**src/rtl/pipe_pkg.sv**
```systemverilog
// Shared defaults and encodings for the handshake pipeline stage register.
// The optional skid slot is enabled by defining PIPE_STAGE_SKID_EN.
package pipe_pkg;

  localparam int CTRL_W_DEF = 5;
  localparam int DATA_W_DEF = 102;

  // Occupancy encoding doubles as the skid-variant FSM state and the occ output value.
  typedef enum logic [1:0] {
    OCC_EMPTY = 2'd0,
    OCC_BUSY  = 2'd1,
    OCC_FULL  = 2'd2
  } occ_e;

  // Bubble control bit; replicated to CTRL_W so a flushed stage is a no-op downstream.
  localparam logic BUBBLE_CTRL_BIT = 1'b0;

  function automatic logic [1:0] occ_bits(input occ_e s);
    return logic'(s[1]) ? 2'd2 : {1'b0, s[0]};
  endfunction

endpackage

```
**src/rtl/pipe_skid_slot.sv**
```systemverilog
// One-entry ctrl+data holding register used as the skid buffer of pipe_stage_hs.
// Clear zeroes the control field only, mirroring the output-register bubble behaviour.
module pipe_skid_slot
  import pipe_pkg::*;
#(
  parameter int CTRL_W = CTRL_W_DEF,
  parameter int DATA_W = DATA_W_DEF
) (
  input  logic              clk,
  input  logic              rst,
  input  logic              i_load,
  input  logic              i_clear,
  input  logic [CTRL_W-1:0] i_ctrl,
  input  logic [DATA_W-1:0] i_data,
  output logic [CTRL_W-1:0] o_ctrl,
  output logic [DATA_W-1:0] o_data
);

  logic [CTRL_W-1:0] r_ctrl;
  logic [DATA_W-1:0] r_data;

  always_ff @(posedge clk) begin
    if (rst) begin
      r_ctrl <= {CTRL_W{BUBBLE_CTRL_BIT}};
      r_data <= '0;
    end else if (i_clear) begin
      r_ctrl <= {CTRL_W{BUBBLE_CTRL_BIT}};
    end else if (i_load) begin
      r_ctrl <= i_ctrl;
      r_data <= i_data;
    end
  end

  assign o_ctrl = r_ctrl;
  assign o_data = r_data;

endmodule

```
**src/rtl/pipe_stage_hs.sv**
```systemverilog
// Pipeline stage register with valid/ready handshake, stall (en) and flush (bubble insert).
// Define PIPE_STAGE_SKID_EN to add one skid slot and register in_ready.
module pipe_stage_hs
  import pipe_pkg::*;
#(
  parameter int CTRL_W = CTRL_W_DEF,
  parameter int DATA_W = DATA_W_DEF
) (
  input  logic              clk,
  input  logic              rst,
  input  logic              en,
  input  logic              flush,
  input  logic              in_valid,
  output logic              in_ready,
  input  logic [CTRL_W-1:0] in_ctrl,
  input  logic [DATA_W-1:0] in_data,
  output logic              out_valid,
  input  logic              out_ready,
  output logic [CTRL_W-1:0] out_ctrl,
  output logic [DATA_W-1:0] out_data,
  output logic [1:0]        occ
);

  logic [CTRL_W-1:0] r_out_ctrl;
  logic [DATA_W-1:0] r_out_data;
  logic              w_in_ready;
  logic              w_out_valid;
  logic              w_accept;
  logic              w_consume;

  assign w_accept  = in_valid & w_in_ready;
  assign w_consume = w_out_valid & out_ready & en;

`ifdef PIPE_STAGE_SKID_EN

  occ_e              r_state;
  occ_e              w_state_nxt;
  logic              r_in_ready;
  logic              w_load_out;
  logic              w_out_from_skid;
  logic              w_load_skid;
  logic [CTRL_W-1:0] w_skid_ctrl;
  logic [DATA_W-1:0] w_skid_data;

  assign w_in_ready  = en & r_in_ready;
  assign w_out_valid = (r_state != OCC_EMPTY);

  // NOTE: every always_comb output gets a default first, so no path can infer a latch.
  always_comb begin
    w_state_nxt     = r_state;
    w_load_out      = 1'b0;
    w_out_from_skid = 1'b0;
    w_load_skid     = 1'b0;
    if (flush) begin
      w_state_nxt = OCC_EMPTY;
    end else if (en) begin
      unique case (r_state)
        OCC_EMPTY: begin
          if (w_accept) begin
            w_state_nxt = OCC_BUSY;
            w_load_out  = 1'b1;
          end
        end
        OCC_BUSY: begin
          if (w_accept && w_consume) begin
            w_load_out = 1'b1;
          end else if (w_accept) begin
            w_state_nxt = OCC_FULL;
            w_load_skid = 1'b1;
          end else if (w_consume) begin
            w_state_nxt = OCC_EMPTY;
          end
        end
        OCC_FULL: begin
          if (w_consume) begin
            w_state_nxt     = OCC_BUSY;
            w_load_out      = 1'b1;
            w_out_from_skid = 1'b1;
          end
        end
        default: w_state_nxt = OCC_EMPTY;
      endcase
    end
  end

  // NOTE: sequential state uses non-blocking assignments so all flops update together.
  always_ff @(posedge clk) begin
    if (rst) begin
      r_state    <= OCC_EMPTY;
      r_in_ready <= 1'b1;
      r_out_ctrl <= {CTRL_W{BUBBLE_CTRL_BIT}};
      // NOTE: the wide payload is reset too, since out_data must read zero out of reset.
      r_out_data <= '0;
    end else begin
      r_state    <= w_state_nxt;
      r_in_ready <= (w_state_nxt != OCC_FULL);
      if (flush) begin
        r_out_ctrl <= {CTRL_W{BUBBLE_CTRL_BIT}};
      end else if (w_load_out) begin
        r_out_ctrl <= w_out_from_skid ? w_skid_ctrl : in_ctrl;
        r_out_data <= w_out_from_skid ? w_skid_data : in_data;
      end
    end
  end

  pipe_skid_slot #(
    .CTRL_W (CTRL_W),
    .DATA_W (DATA_W)
  ) u_skid (
    .clk     (clk),
    .rst     (rst),
    .i_load  (w_load_skid),
    .i_clear (flush),
    .i_ctrl  (in_ctrl),
    .i_data  (in_data),
    .o_ctrl  (w_skid_ctrl),
    .o_data  (w_skid_data)
  );

  assign occ = occ_bits(r_state);

`else

  logic r_out_valid;

  // Ready is combinational from out_ready: a held beat leaving frees the stage this cycle.
  assign w_in_ready  = en & (~r_out_valid | out_ready);
  assign w_out_valid = r_out_valid;

  always_ff @(posedge clk) begin
    if (rst) begin
      r_out_valid <= 1'b0;
      r_out_ctrl  <= {CTRL_W{BUBBLE_CTRL_BIT}};
      r_out_data  <= '0;
    end else if (flush) begin
      r_out_valid <= 1'b0;
      r_out_ctrl  <= {CTRL_W{BUBBLE_CTRL_BIT}};
    end else if (en) begin
      if (w_accept) begin
        r_out_valid <= 1'b1;
        r_out_ctrl  <= in_ctrl;
        r_out_data  <= in_data;
      end else if (w_consume) begin
        r_out_valid <= 1'b0;
      end
    end
  end

  assign occ = occ_bits(r_out_valid ? OCC_BUSY : OCC_EMPTY);

`endif

  assign in_ready  = w_in_ready;
  assign out_valid = w_out_valid;
  assign out_ctrl  = r_out_ctrl;
  assign out_data  = r_out_data;

endmodule

```
**config.mk**
```make
export PLATFORM = sky130hd
export DESIGN_NAME = pipe_stage_hs
export DESIGN_NICKNAME = d
export VERILOG_FILES = /design/src/rtl/pipe_pkg.sv /design/src/rtl/pipe_skid_slot.sv /design/src/rtl/pipe_stage_hs.sv
export SDC_FILE = /design/constraint.sdc
export NUM_CORES = 1
export LEC_CHECK = 0
export CAP_MARGIN = 25
export CORE_MARGIN = 2
export CORE_UTILIZATION = 40
export DETAILED_ROUTE_END_ITERATION = 7
export PLACE_DENSITY_LB_ADDON = 0.05
export SKIP_CTS_REPAIR_TIMING = 1
export SLEW_MARGIN = 5
export SYNTH_ARGS = -nofsm -noshare
export SYNTH_HDL_FRONTEND = slang
export SYNTH_HIERARCHICAL = 1
export SYNTH_SLANG_ARGS = --single-unit
```
**constraint.sdc**
```tcl
create_clock -name clk -period 1.8 [get_ports clk]
set_input_delay 0.18 -clock clk [delete_from_list [all_inputs] [get_ports clk]]
set_output_delay 0.18 -clock clk [all_outputs]
set_load 0.01 [all_outputs]
```
[Word-level counts from Yosys, hierarchy flattened]
Cells that the tools add are included.
Storage, ports and cells
  input bits: 113
  register bits: 108
  logic and storage cells: 19
Operators by class
  reductions and logical operators: 5
  mux-type cells: 4
  bitwise logic cells: 7
Operators with widths (count)
  $and A1 B1 Y1: 4
  $reduce_and A2 Y1: 2
  $mux W1: 3
  $reduce_and A3 Y1: 1
  $mux W2: 1
  $not A1 Y1: 2
  $reduce_bool A2 Y1: 1
  $reduce_or A2 Y1: 1
  $or A1 B1 Y1: 1

[Longest topological paths before layout]
  word-level depth: 6
  mapped depth: 6

[Least setup slack after synthesis]
No wires, ideal clock.
  path type: flip-flop to flip-flop
  start: reg r_out_valid (netlist: out_valid)
  end: reg r_out_data[74] (netlist: out_data[74])
  stages on the path, launching flop included: 7
  path slack: 0.533 ns
  path buffers: 3
  arrival time: 1.135 ns
  data required time: 1.668 ns
  cell sequence: dfxtp_1 -> nor2b_4 -> buf_6 -> buf_6 -> buf_6 -> o31ai_2 -> a21oi_1
Between the ends
  longest elaborated chain between the ends: 5
RTL lines
  from (decl): RTL line pipe_stage_hs.sv:124  | logic r_out_valid;
  from (signal assigned): RTL line pipe_stage_hs.sv:132  | r_out_valid <= 1'b0;
  from (signal assigned): RTL line pipe_stage_hs.sv:136  | r_out_valid <= 1'b0;
  from (signal assigned): RTL line pipe_stage_hs.sv:140  | r_out_valid <= 1'b1;
  $not A1 Y1: RTL line pipe_stage_hs.sv:127  | assign w_in_ready = en & (~r_out_valid | out_ready);
  $or A1 B1 Y1: RTL line pipe_stage_hs.sv:127
  $and A1 B1 Y1: RTL line pipe_stage_hs.sv:127
  $and A1 B1 Y1: RTL line pipe_stage_hs.sv:31  | assign w_accept = in_valid & w_in_ready;
  $reduce_and A3 Y1 (no line)
  to (signal assigned): RTL line pipe_stage_hs.sv:142  | r_out_data <= in_data;
  to (decl): RTL line pipe_stage_hs.sv:25  | logic [DATA_W-1:0] r_out_data;
No other way between the ends.
A chain may end at the register's enable or synchronous reset.

[Final worst setup path]
  start: reg r_out_valid (netlist: out_valid)
  end: out in_ready
Between the ends
  longest elaborated chain between the ends: 3
RTL lines
  $not A1 Y1: RTL line pipe_stage_hs.sv:127
  $or A1 B1 Y1: RTL line pipe_stage_hs.sv:127
  $and A1 B1 Y1: RTL line pipe_stage_hs.sv:127
  to (decl): RTL line pipe_stage_hs.sv:14  | output logic in_ready,
No other way between the ends.

==> results.sh <==
export IMPL_ys_ff_latch=108
export IMPL_hold_path_class="input pin to flip-flop"
export IMPL_core_um2=12500
export IMPL_grt_max_degree=109
export IMPL_syn_area_per_cell_um2=9.66
export IMPL_die_area_um2=13500
export IMPL_h_tree_depth=3
export IMPL_portBuffers=222
export IMPL_slew_headroom_pct=57.2
export IMPL_min_to="out_ctrl[2]"
export IMPL_initial_utilization_pct=40.5
export IMPL_antenna_found_initial=0
export IMPL_root_buffer="clkbuf_16"
export IMPL_final_area_um2=7600
export IMPL_syn_area_um2=5050
export IMPL_drive_above_1_share_pct=9.21
export IMPL_ys_top_cells_by_area="dfxtp_1, nand4b_1, o31ai_1"
export IMPL_hpwl_um=9930
export IMPL_drt_iter0_markers=455
export IMPL_wl_per_cell_um=18.6
export IMPL_clkLatencyLatePin_ns=0.36
export IMPL_vias=4989
export IMPL_period_needed_ns=1.68
export IMPL_num_rows=41
export IMPL_totalWireLength_um=16100
export IMPL_rrSetupSlack_ns=0.48
export IMPL_overflow=0
export IMPL_synthCells=523
export IMPL_numCtsBuffers=9
export IMPL_die_h_um=116
export IMPL_final_cell_mix="clkdlybuf4s50_1, a21oi_1, dfxtp_1, nand4b_1, o31ai_1"
export IMPL_seq_area_frac_synth_pct=42.8
export IMPL_leakage_nw=2.40
export IMPL_clk_path_buf_depth=2
export IMPL_vias_per_cell=5.75
export IMPL_path_class="flip-flop to output pin"
export IMPL_fin_worst_skew_ns=0.00392
export IMPL_clkSinkCount=108
export IMPL_fmax_ghz=0.594
export IMPL_r2r_end="out_data[28]"
export IMPL_synth_warnings=6
export IMPL_diodes=0
export IMPL_globalRouteTotalUtil_pct=22.7
export IMPL_synth_distinct_cells=20
export IMPL_grt_pass1_vias=4692
export IMPL_cp_max_fo=5
export IMPL_synthXorXnorAreaFrac_pct=0
export IMPL_drt_first_pass_iters=5
export IMPL_fin_crit_sh_pct=93.5
export IMPL_grt_pass1_wl_um=24200
export IMPL_holdWs_ns=0.183
export IMPL_p_per_area_nw_per_um2=702
export IMPL_worstMarginPinSlew_ns=0.643
export IMPL_rsz0062_at_grt="false"
export IMPL_required_ns=1.62
export IMPL_critPathLaunchType="flip-flop"
export IMPL_cp_end_kind="output pin"
export IMPL_run_status="finished, final reports clean"
export IMPL_drv_cap=0
export IMPL_slew_violations=0
export IMPL_synth_simple_area_share_pct=19.1
export IMPL_final_setup_viol_count=0
export IMPL_ir_worst_vdd_mv=0.446
export IMPL_holdPathStages=3
export IMPL_gp_congestion=0.788
export IMPL_final_common_cell="clkdlybuf4s50_1"
export IMPL_place_area_um2=7320
export IMPL_hold_path_startpoint="rst"
export IMPL_r2r_cells=4
export IMPL_drt_antenna_violating_nets=0
export IMPL_synthMuxAreaShare_pct=0
export IMPL_synth_top_family_by_area="compound AO/OA/AOI/OAI gates"
export IMPL_area_delta_synth_final_pct=50.4
export IMPL_synth_top_area_share_pct=42.8
export IMPL_path_clk_slew_ns=0.07
export IMPL_synth_compound_area_share_pct=29.0
export IMPL_num_nets_final=803
export IMPL_r2r_start="out_valid"
export IMPL_drcViolationCount=0
export IMPL_chipWidth_um=116
export IMPL_synth_fa_ha_area_share_pct=0
export IMPL_ioPinCount=224
export IMPL_cts_tree="built"
export IMPL_syn_num_nets=636
export IMPL_synth_top_area_cell="dfxtp_1"
export IMPL_setup_tns_ns=0
export IMPL_hold_viol_final=0
export IMPL_cp_arrival_ns=1.50
state kept, by name (all words and copies together) (netlist names):
register,flops
out_valid,1
out_ctrl,5
out_data,102
worst max-delay path: stages, from the launching register on:
cell,delay [ns]
dfxtp_2,0.37
nand2b_4,0.09
and2_1,0.12
clkdlybuf4s50_1,0.57
cells in the mapped netlist (all sizes together):
master and n:
o31ai 102, nand2 1, clkbuf 32, dfxtp 108, a21oi 108, nor2b 1
nor2 1, conb 1, buf 52, nand3 5, and2 2, nand4b 102
a21boi 1, or2 1, nand2b 1, o21ai 5
kinds of logic after synthesis:
kind of cell / Yosys count
AO/OA/AOI/OAI: 216
AND/OR/NAND/NOR: 114
flip-flops: 108
buffers and inverters: 84
other: 1
worst max path at each step:
stage | startpoint | endpoint | slack [ns] | depth (start not counted)
4_1_cts | out_valid | in_ready | -0.003 | 3
5_1_grt | out_valid | in_ready | 0.07 | 3
6_report | out_valid | in_ready | 0.12 | 3
2_1_floorplan | out_valid | out_data[74] | 0.53 | 6
3_3_place_gp | out_ready | in_ready | 0.12 | 4
3_5_place_dp | out_ready | in_ready | 0.12 | 4
where the power goes:
part | leakage [nW] | switching [mW] | internal [mW]
clock | 0.140 | 0.878 | 1.05
sequential | 0.878 | 0.0438 | 2.47
combinational | 1.38 | 0.397 | 0.499
through the flow:
step	instances	power (mW)	utilization [%]	setup slack, ns
3_3_place_gp	851	3.44	58.7	0.120
3_5_place_dp	851	3.46	58.7	0.122
5_1_grt	867	5.55	61.0	0.0659
4_1_cts	867	5.39	61.0	-0.00298
6_report	867	5.34	61.0	0.117
2_1_floorplan	523	2.96	-	0.533
area by class of cell:
cell class / instances / area (µm²)
clock buffers: 15 / 278
clock inverters: 1 / 5.00
fillers: 1091 / 4860
multi-input cells: 331 / 2450
flip-flops and latches: 108 / 2160
well taps: 172 / 215
repair buffers: 240 / 2490
routing by layer:
| metal | track usage [%] | share of wire [%] | vias up |
|---|---|---|---|
| met4 | 10.1 | 2.2 | 0 |
| li1 | - | - | 2363 |
| met5 | 0 | 0 | - |
| met2 | 35.8 | 47 | 160 |
| met1 | 28.7 | 43 | 2447 |
| met3 | 6.85 | 7.9 | 19 |
No activity file was read; power rests on OpenSTA's default activity.
